$ cat src/rtl/battle_engine_if.sv
// battle_engine_if: control, damage and display signals between the game FSM and the combat engine
interface battle_engine_if #(parameter int HP_W = 8);
  logic            start;
  logic            boss;
  logic            key_valid;
  logic [7:0]      key_in;
  logic [HP_W-1:0] enemy_hit;
  logic            acc_force_en;
  logic [3:0]      acc_force;
  logic [HP_W-1:0] HP_player;
  logic [HP_W-1:0] HP_enemy;
  logic [2:0]      p_attack;
  logic [2:0]      e_attack;
  logic            player_turn;
  logic            win;
  logic            lose;
  modport master (
    output start, boss, key_valid, key_in, enemy_hit, acc_force_en, acc_force,
    input  HP_player, HP_enemy, p_attack, e_attack, player_turn, win, lose
  );
  modport slave (
    input  start, boss, key_valid, key_in, enemy_hit, acc_force_en, acc_force,
    output HP_player, HP_enemy, p_attack, e_attack, player_turn, win, lose
  );
endinterface

$ cat src/rtl/battle_engine.sv
// battle_engine: turn-based combat with LFSR accuracy rolls, defend move and saturating HP
module battle_engine #(
  parameter int          HP_W            = 8,
  parameter int          PLAYER_HP       = 100,
  parameter int          ENEMY_HP_MIN    = 50,
  parameter int          ENEMY_RAND_BITS = 5,
  parameter int          BOSS_HP         = 150,
  parameter int          NUM_ATTACKS     = 4,
  parameter int          DMG_STEP        = 10,
  parameter logic [15:0] LFSR_SEED       = 16'hACE1
) (
  input logic            clk_b,
  input logic            rst,
  battle_engine_if.slave bus
);
  typedef enum logic [2:0] {IDLE, INIT, PLAYER_WAIT, PLAYER_RES, ENEMY_RES, WIN, LOSE} state_t;
  state_t          state_q, state_d;
  logic [15:0]     lfsr_q, lfsr_d;
  logic [HP_W-1:0] hp_player_q, hp_player_d, hp_enemy_q, hp_enemy_d;
  logic [2:0]      p_attack_q, p_attack_d, e_attack_q, e_attack_d, key_q, key_d;
  logic            defend_q, defend_d, boss_q, boss_d;
  logic            player_turn_q, player_turn_d, win_q, win_d, lose_q, lose_d;
  logic [3:0]      acc_p, acc_e;
  logic [HP_W-1:0] p_dmg, e_dmg, hp_e_sub, hp_p_sub;
  logic            p_hit, e_hit;
  function automatic logic [3:0] acc_map(input logic [3:0] r);
    return r < 4'd10 ? r : r - 4'd10;
  endfunction
  assign acc_p    = bus.acc_force_en ? bus.acc_force : acc_map(lfsr_q[3:0]);
  assign acc_e    = bus.acc_force_en ? bus.acc_force : acc_map(lfsr_q[7:4]);
  assign p_hit    = key_q != 3'd0 && acc_p >= {1'b0, key_q};
  assign e_hit    = acc_e >= 4'd3;
  assign p_dmg    = HP_W'(key_q) * HP_W'(DMG_STEP);
  assign e_dmg    = defend_q ? bus.enemy_hit >> 1 : bus.enemy_hit;
  assign hp_e_sub = hp_enemy_q > p_dmg ? hp_enemy_q - p_dmg : '0;
  assign hp_p_sub = hp_player_q > e_dmg ? hp_player_q - e_dmg : '0;
  always_comb begin
    state_d     = state_q;
    lfsr_d      = {lfsr_q[14:0], lfsr_q[15] ^ lfsr_q[13] ^ lfsr_q[12] ^ lfsr_q[10]};
    hp_player_d = hp_player_q;
    hp_enemy_d  = hp_enemy_q;
    p_attack_d  = p_attack_q;
    e_attack_d  = e_attack_q;
    key_d       = key_q;
    defend_d    = defend_q;
    boss_d      = boss_q;
    case (state_q)
      IDLE, WIN, LOSE: begin
        state_d = bus.start ? INIT : state_q;
        boss_d  = bus.start ? bus.boss : boss_q;
      end
      INIT: begin
        hp_player_d = HP_W'(PLAYER_HP);
        hp_enemy_d  = boss_q ? HP_W'(BOSS_HP)
                             : HP_W'(ENEMY_HP_MIN) + HP_W'(lfsr_q[ENEMY_RAND_BITS-1:0]);
        p_attack_d  = '0;
        e_attack_d  = '0;
        defend_d    = 1'b0;
        state_d     = PLAYER_WAIT;
      end
      PLAYER_WAIT: begin
        if (bus.key_valid && bus.key_in <= 8'(NUM_ATTACKS)) begin
          key_d   = bus.key_in[2:0];
          state_d = PLAYER_RES;
        end
      end
      PLAYER_RES: begin
        defend_d   = key_q == 3'd0;
        hp_enemy_d = p_hit ? hp_e_sub : hp_enemy_q;
        p_attack_d = p_hit ? key_q : 3'd0;
        state_d    = (p_hit && hp_e_sub == '0) ? WIN : ENEMY_RES;
      end
      ENEMY_RES: begin
        hp_player_d = e_hit ? hp_p_sub : hp_player_q;
        e_attack_d  = !e_hit ? 3'd0 : defend_q ? 3'd2 : 3'd1;
        defend_d    = 1'b0;
        state_d     = (e_hit && hp_p_sub == '0) ? LOSE : PLAYER_WAIT;
      end
      default: state_d = IDLE;
    endcase
    player_turn_d = state_d == PLAYER_WAIT;
    win_d         = state_d == WIN;
    lose_d        = state_d == LOSE;
  end
  always_ff @(posedge clk_b or posedge rst) begin
    if (rst) begin
      state_q       <= IDLE;
      lfsr_q        <= LFSR_SEED;
      hp_player_q   <= HP_W'(PLAYER_HP);
      hp_enemy_q    <= '0;
      p_attack_q    <= '0;
      e_attack_q    <= '0;
      key_q         <= '0;
      defend_q      <= 1'b0;
      boss_q        <= 1'b0;
      player_turn_q <= 1'b0;
      win_q         <= 1'b0;
      lose_q        <= 1'b0;
    end else begin
      state_q       <= state_d;
      lfsr_q        <= lfsr_d;
      hp_player_q   <= hp_player_d;
      hp_enemy_q    <= hp_enemy_d;
      p_attack_q    <= p_attack_d;
      e_attack_q    <= e_attack_d;
      key_q         <= key_d;
      defend_q      <= defend_d;
      boss_q        <= boss_d;
      player_turn_q <= player_turn_d;
      win_q         <= win_d;
      lose_q        <= lose_d;
    end
  end
  assign bus.HP_player   = hp_player_q;
  assign bus.HP_enemy    = hp_enemy_q;
  assign bus.p_attack    = p_attack_q;
  assign bus.e_attack    = e_attack_q;
  assign bus.player_turn = player_turn_q;
  assign bus.win         = win_q;
  assign bus.lose        = lose_q;
endmodule

$ cat src/flat_wrapper.sv
// flat-port wrapper written by rule: the top's interface ports become plain ports
module battle_engine_flat 
#(
  parameter int          HP_W            = 8,
  parameter int          PLAYER_HP       = 100,
  parameter int          ENEMY_HP_MIN    = 50,
  parameter int          ENEMY_RAND_BITS = 5,
  parameter int          BOSS_HP         = 150,
  parameter int          NUM_ATTACKS     = 4,
  parameter int          DMG_STEP        = 10,
  parameter logic [15:0] LFSR_SEED       = 16'hACE1
)
  (clk_b, rst, bus_start, bus_boss, bus_key_valid, bus_key_in, bus_enemy_hit, bus_acc_force_en, bus_acc_force, bus_HP_player, bus_HP_enemy, bus_p_attack, bus_e_attack, bus_player_turn, bus_win, bus_lose);
  battle_engine_if #(.HP_W(HP_W)) bus_i ();
  input logic clk_b;
  input logic rst;
  input wire logic [$bits(bus_i.start)-1:0] bus_start;
  input wire logic [$bits(bus_i.boss)-1:0] bus_boss;
  input wire logic [$bits(bus_i.key_valid)-1:0] bus_key_valid;
  input wire logic [$bits(bus_i.key_in)-1:0] bus_key_in;
  input wire logic [$bits(bus_i.enemy_hit)-1:0] bus_enemy_hit;
  input wire logic [$bits(bus_i.acc_force_en)-1:0] bus_acc_force_en;
  input wire logic [$bits(bus_i.acc_force)-1:0] bus_acc_force;
  output wire logic [$bits(bus_i.HP_player)-1:0] bus_HP_player;
  output wire logic [$bits(bus_i.HP_enemy)-1:0] bus_HP_enemy;
  output wire logic [$bits(bus_i.p_attack)-1:0] bus_p_attack;
  output wire logic [$bits(bus_i.e_attack)-1:0] bus_e_attack;
  output wire logic [$bits(bus_i.player_turn)-1:0] bus_player_turn;
  output wire logic [$bits(bus_i.win)-1:0] bus_win;
  output wire logic [$bits(bus_i.lose)-1:0] bus_lose;
  assign bus_i.start = bus_start;
  assign bus_i.boss = bus_boss;
  assign bus_i.key_valid = bus_key_valid;
  assign bus_i.key_in = bus_key_in;
  assign bus_i.enemy_hit = bus_enemy_hit;
  assign bus_i.acc_force_en = bus_acc_force_en;
  assign bus_i.acc_force = bus_acc_force;
  assign bus_HP_player = bus_i.HP_player;
  assign bus_HP_enemy = bus_i.HP_enemy;
  assign bus_p_attack = bus_i.p_attack;
  assign bus_e_attack = bus_i.e_attack;
  assign bus_player_turn = bus_i.player_turn;
  assign bus_win = bus_i.win;
  assign bus_lose = bus_i.lose;
  battle_engine #(.HP_W(HP_W), .PLAYER_HP(PLAYER_HP), .ENEMY_HP_MIN(ENEMY_HP_MIN), .ENEMY_RAND_BITS(ENEMY_RAND_BITS), .BOSS_HP(BOSS_HP), .NUM_ATTACKS(NUM_ATTACKS), .DMG_STEP(DMG_STEP), .LFSR_SEED(LFSR_SEED)) u_core (.clk_b(clk_b), .rst(rst), .bus(bus_i));
endmodule
$ cat config.mk
export PLATFORM = sky130hd
export DESIGN_NAME = battle_engine_flat
export DESIGN_NICKNAME = d
export VERILOG_FILES = /design/src/rtl/battle_engine_if.sv /design/src/rtl/battle_engine.sv /design/src/flat_wrapper.sv
export SDC_FILE = /design/constraint.sdc
export NUM_CORES = 1
export LEC_CHECK = 0
export BUFFER_PORTS_ARGS = -buffer_cell sky130_fd_sc_hd__buf_2
export CAP_MARGIN = 0
export CORE_MARGIN = 2
export CORE_UTILIZATION = 35
export DETAILED_ROUTE_END_ITERATION = 10
export PLACE_DENSITY_LB_ADDON = 0.25
export SLEW_MARGIN = 10
export SYNTH_ARGS = -nofsm -noshare
export SYNTH_HDL_FRONTEND = slang
export SYNTH_SLANG_ARGS = --single-unit
export TNS_END_PERCENT = 5
$ cat constraint.sdc
create_clock -name clk_b -period 7.85 [get_ports clk_b]
set_input_delay 2.355 -clock clk_b [delete_from_list [all_inputs] [get_ports clk_b]]
set_output_delay 2.355 -clock clk_b [all_outputs]
set_load 0.005 [all_outputs]
* After elaboration in Yosys (flattened, before gate mapping)
Index checks and enable logic that the tools add are counted.
Word-level totals: register bits 49, logic and storage cells 80
Operators by class: mux-type cells 23, $add $sub $neg 5, multiply operators 1, eq/ne operators 11, $lt $le $gt $ge 7, reduce and logical (&&, ||, !) cells 18, bitwise logic cells 3
Operator list (count):
- 8-bit 2-to-1 mux | 6
- 8-bit case mux with 2 select lines | 2
- 8-bit zero test | 2
- 4-bit 2-to-1 mux | 4
- 3-bit == test (second input constant) | 5
- 3-bit 2-to-1 mux | 5
- 3-bit case mux with 5 select lines | 1
- 3-bit case mux with 2 select lines | 2
- 3-bit by 2-bit == test with 1-bit output (second input constant) | 3
- 8-bit by 7-bit greater-than comparator with 1-bit output | 1
- 8-bit greater-than comparator | 1
- 8-bit by 3-bit <= comparator with 1-bit output (second input constant) | 1
- 4-bit less-than comparator (second input constant) | 2
- 2-bit AND reduction | 4
- 4-bit subtractor (second input constant) | 2
- 8-bit by 7-bit subtractor with 8-bit output | 1
- 8-bit subtractor | 1
- 6-bit by 5-bit adder with 7-bit output (first input constant) | 1
- 3-bit zero test | 2
- 3-bit by 3-bit multiplier with 6-bit output (second input constant) | 1
- 2-bit nonzero test | 3
- 4-bit by 2-bit greater-or-equal comparator with 1-bit output (second input constant) | 1
- 4-bit by 3-bit greater-or-equal comparator with 1-bit output | 1
- 1-bit logical AND | 4
- other kinds (9) | 12

* Depth between registers and ports, before layout
depth in word-level cells 9, gate-level depth with buffers 11

* Worst setup path before layout
No wires, ideal clock.
path type input -> register, start point input port bus_enemy_hit[1], end point register u_core.player_turn_q (netlist: u_core.bus.player_turn), arrival time 4.351 ns, stages 10, library setup time 0.120 ns, slack 3.379 ns, cells stage by stage mux2_2 -> ha_1 -> inv_1 -> fa_1 -> a21o_1 -> a21oi_1 -> xor2_1 -> o2111ai_1 -> o41a_1 -> and3_1
On the way: cells in the longest elaborated chain, start to end 8
Ends and longest elaborated chain:
- from (decl) | line flat_wrapper.sv:21 | input wire logic [$bits(bus_i.enemy_hit)-1:0] bus_enemy_hit;
- 8-bit 2-to-1 mux * | line battle_engine.sv:34 | assign e_dmg = defend_q ? bus.enemy_hit >> 1 : bus.enemy_hit;
- 8-bit subtractor or 8-bit greater-than comparator (tied branches) | line battle_engine.sv:36 | assign hp_p_sub = hp_player_q > e_dmg ? hp_player_q - e_dmg : '0;
- 8-bit 2-to-1 mux * | line battle_engine.sv:36
- 8-bit zero test * | line battle_engine.sv:77 | state_d = (e_hit && hp_p_sub == '0) ? LOSE : PLAYER_WAIT;
- 1-bit logical AND * | line battle_engine.sv:77
- 3-bit 2-to-1 mux * | line battle_engine.sv:77
- 3-bit case mux with 5 select lines * | line battle_engine.sv:47 | case (state_q)
- 3-bit by 2-bit == test with 1-bit output * | line battle_engine.sv:81 | player_turn_d = state_d == PLAYER_WAIT;
- named net u_core.player_turn_d | line battle_engine.sv:22 | logic player_turn_q, player_turn_d, win_q, win_d, lose_q, lose_d;
- to (signal assigned) | line battle_engine.sv:109 | player_turn_q <= player_turn_d;
- to (decl) | line battle_engine.sv:22
The timed path passes the listed nets; every way through them passes the cells marked *. A chain may end at the register's enable or synchronous reset.

* Worst setup path after layout
Same ends and word-level chain as after synthesis.

==> summary.txt <==
Met3 Wirelength -> 206 µm
CP required -> 8.05 ns
Clk Latency, worst-skew pair -> 0.30 ns
synth warn -> 0
crit path max-delay cell type -> o41a_1
asr flop ratio synth -> 100%
hpwl dp -> 5510 µm
die area -> 9550 µm²
cell count after synthesis -> 310
Finished Core Util -> 41.0%
Final Skew -> 0.00804 ns
final hold vios -> 0
EDFF count, synth -> 0
Max-Cap Viols -> 0
crit path kind -> in2reg
power share of the clock group -> 16.2%
commonest non-fill, non-tap cell in the layout -> buf_2
Hold Crit Start -> u_core.lfsr_q[8]$_DFF_PP0_
LEAKAGE -> 1.65 nW
number of global-route vias before repair -> 2383
Mapped Avg Cell Area -> 9.92 µm²
critical path launch point type -> input port
Slew Limit Fails -> 0
hold-fix buffers at CTS -> 0
crit-path max FO -> 3
worst reg2reg path startpoint -> u_core.defend_q$_DFFE_PP0P_
pwr dens -> 331 nW/µm²
outcome -> finished clean
Peak Freq -> 225 MHz
ys flop type -> dfrtp_1
final worst path period share -> 56.7%
Final ANT Viol Nets -> 0
# IOs -> 51
Clock Path Buffers -> 2
RePlAce Congestion -> 0.915
register-to-register setup slack -> 4.73 ns
core area -> 8640 µm²
TritonCTS Sinks -> 48
vias per cell -> 5.24
CP bufs+invs -> 2
endpoints failing setup -> 0
drt wl/cell -> 15.3 µm
fraction of layout cells with a size suffix above 1 -> 23.7%
Setup Fix Bufs, Post-CTS -> 0
r2r worst-path depth -> 10
synth unique cells -> 61
DRT Wirelength -> 7160 µm
endpoint class of the critical path -> flop
CTS buffer count -> 5
Gate power share -> 51.5%
DR vias -> 2447
Internal -> 0.682 mW
post-synth design cell area -> 3080 µm²
DRC violations left -> 0
setup TNS -> 0 ns
register bit total from synthesis -> 48
worst hold margin -> 0.356 ns
fillers -> 857
root buffer cell -> clkbuf_8
Flop pwr share -> 32.3%
H-tree levels -> 2
Ant. Diodes -> 0
Net Sw Frac -> 41.7%
RR Endpoint -> u_core.bus.player_turn$_DFF_PP0_
placement row count -> 34
Design Power -> 1.17 mW
WP data arrival -> 4.65 ns
Nets -> 409
largest net degree at the start of global routing -> 49
DRT iter0 DRCs -> 110
Hold Crit Depth -> 0
Net Switching -> 0.489 mW
RSZ-0062 raised after global routing -> false
CTS tree -> yes
DR pass1 iterations -> 4
global route overflow -> 0
CTS clk-pin slew, worst paths -> 0.09 ns
Worst-Margin Slew -> 1.03 ns
Chip Width -> 97.7 µm
met2 WL post-DR -> 3300 µm
GRT Total Usage -> 15.1%
Hold Path End -> u_core.lfsr_q[9]$_DFF_PP0_
sequential share of the synthesized area -> 39.5%
worst min path class -> reg2reg
global-route wire length before repair -> 11800 µm
post-route minimum period -> 4.45 ns
Peak VDD IR -> 142 µV
cell family with most CP delay -> compound AO/OA/AOI/OAI gates
commonest cells after routing, fill and taps aside -> buf_2, dfrtp_1, o21ai_0, ha_1, inv_1
worst path cell trace -> buf_2 -> mux2_2 -> ha_1 -> inv_1 -> fa_1 -> a21o_1 -> a21oi_1 -> xor2_1 -> o2111ai_1 -> o41a_1 -> and3_1
Mapped Nets -> 361
relative slew slack -> 31.2%
area growth from synthesis to layout -> 15.0%
Max stage delay on crit path -> 0.51 ns
I/O Buffers -> 49
die height -> 97.7 µm
Post-CTS Resized -> 0
max layer used -> met4
Starting Density -> 35.6%
antenna violations before repair -> 0
met1 WL -> 3600 µm
==> registers in the layout (all words and copies together), names as in the netlist <==
signal and count:
u_core.boss_q 1, u_core.bus.HP_enemy 8, u_core.bus.HP_player 8, u_core.bus.e_attack 2, u_core.bus.lose 1, u_core.bus.p_attack 3
u_core.bus.player_turn 1, u_core.bus.win 1, u_core.defend_q 1, u_core.key_q 3, u_core.lfsr_q 16, u_core.state_q 3
==> Yosys cell counts, types with 4 or more instances <==
master,number,area share (%)
a211oi_1,4,0.98
a21o_1,6,1.5
a21oi_1,10,1.6
a22o_1,5,1.4
buf_2,5,0.81
dfrtp_1,37,30
dfstp_2,11,9.4
ha_1,23,9.4
inv_1,23,2.8
mux2_2,12,4.4
mux2i_1,8,2.6
nand2_1,21,2.6
nand2b_1,7,1.4
nand3_1,5,0.81
nand4b_1,4,1.1
nor2_1,17,2.1
nor2b_1,8,1.6
nor3_1,5,0.81
o21ai_0,23,3.7
o31ai_1,5,1.2
xnor2_1,6,1.7
xor2_1,8,2.3
==> layer usage <==
layer  global-route usage [%]  up-vias
met1                     21.6     1170
met3                     2.93        5
met5                        0        -
li1                         -     1226
met4                     2.78        0
met2                     24.0       46
==> cell families (layout without fill, tap and decap cells) <==
| logic type | after synthesis | in the layout | share of synthesized area [%] |
|---|---|---|---|
| AND/OR/NAND/NOR | 87 | 87 | 15.1 |
| multiplexers | 20 | 20 | 7.00 |
| adder cells (fa/ha/maj) | 25 | 25 | 10.7 |
| flip-flops | 48 | 48 | 39.5 |
| AO/OA/AOI/OAI | 84 | 84 | 19.6 |
| other | 1 | 1 | 0.122 |
| buffers and inverters | 31 | 80 | 4.11 |
| XOR/XNOR | 14 | 14 | 3.99 |
==> power by group through the flow <==
stage | clock [mW] | sequential [mW] | combinational (mW)
finish | 0.189 | 0.378 | 0.603
global route | 0.204 | 0.390 | 0.673
detailed placement | 0 | 0.384 | 0.599
CTS | 0.196 | 0.380 | 0.604
global placement | 0 | 0.384 | 0.592
floorplan | 0 | 0.349 | 0.469
==> worst register-to-register path, cell delays in order (launching register included) <==
cell       delay, ns
dfrtp_1         0.68
mux2_2          0.26
ha_1            0.15
inv_1           0.05
fa_1            0.41
a21o_1          0.18
a21oi_1         0.22
xor2_1          0.22
o2111ai_1       0.15
o41a_1          0.51
and3_1          0.18
==> stage by stage <==
stage          worst slack (ns)  instances  area, µm²
2_1_floorplan              3.38        310       3080
3_3_place_gp               3.14        459       3420
3_5_place_dp               3.09        459       3420
4_1_cts                    3.41        467       3540
5_1_grt                    3.27        467       3540
6_report                   3.40        467       3540
==> cell type report <==
type	count	area [µm²]	share of cell area, %
sequential	48	1210	34.3
timing repair buffer	49	245	6.93
multi-input combinational	231	1730	49.0
tap	108	135	3.82
clock buffer	6	82.6	2.33
inverter	23	86.3	2.44
clock inverter	2	38.8	1.10
==> worst max path at each step <==
stage	end	startpoint	slack (ns)	depth (start not counted)
floorplan	u_core.bus.player_turn$_DFF_PP0_	bus_enemy_hit[1]	3.38	10
global placement	u_core.bus.player_turn$_DFF_PP0_	bus_enemy_hit[1]	3.14	11
detailed placement	u_core.bus.player_turn$_DFF_PP0_	bus_enemy_hit[1]	3.09	11
CTS	u_core.bus.player_turn$_DFF_PP0_	bus_enemy_hit[1]	3.41	11
global route	u_core.bus.player_turn$_DFF_PP0_	bus_enemy_hit[1]	3.27	11
finish	u_core.bus.player_turn$_DFF_PP0_	bus_enemy_hit[1]	3.40	11
Note: power is estimated with default switching activity, not from simulation.
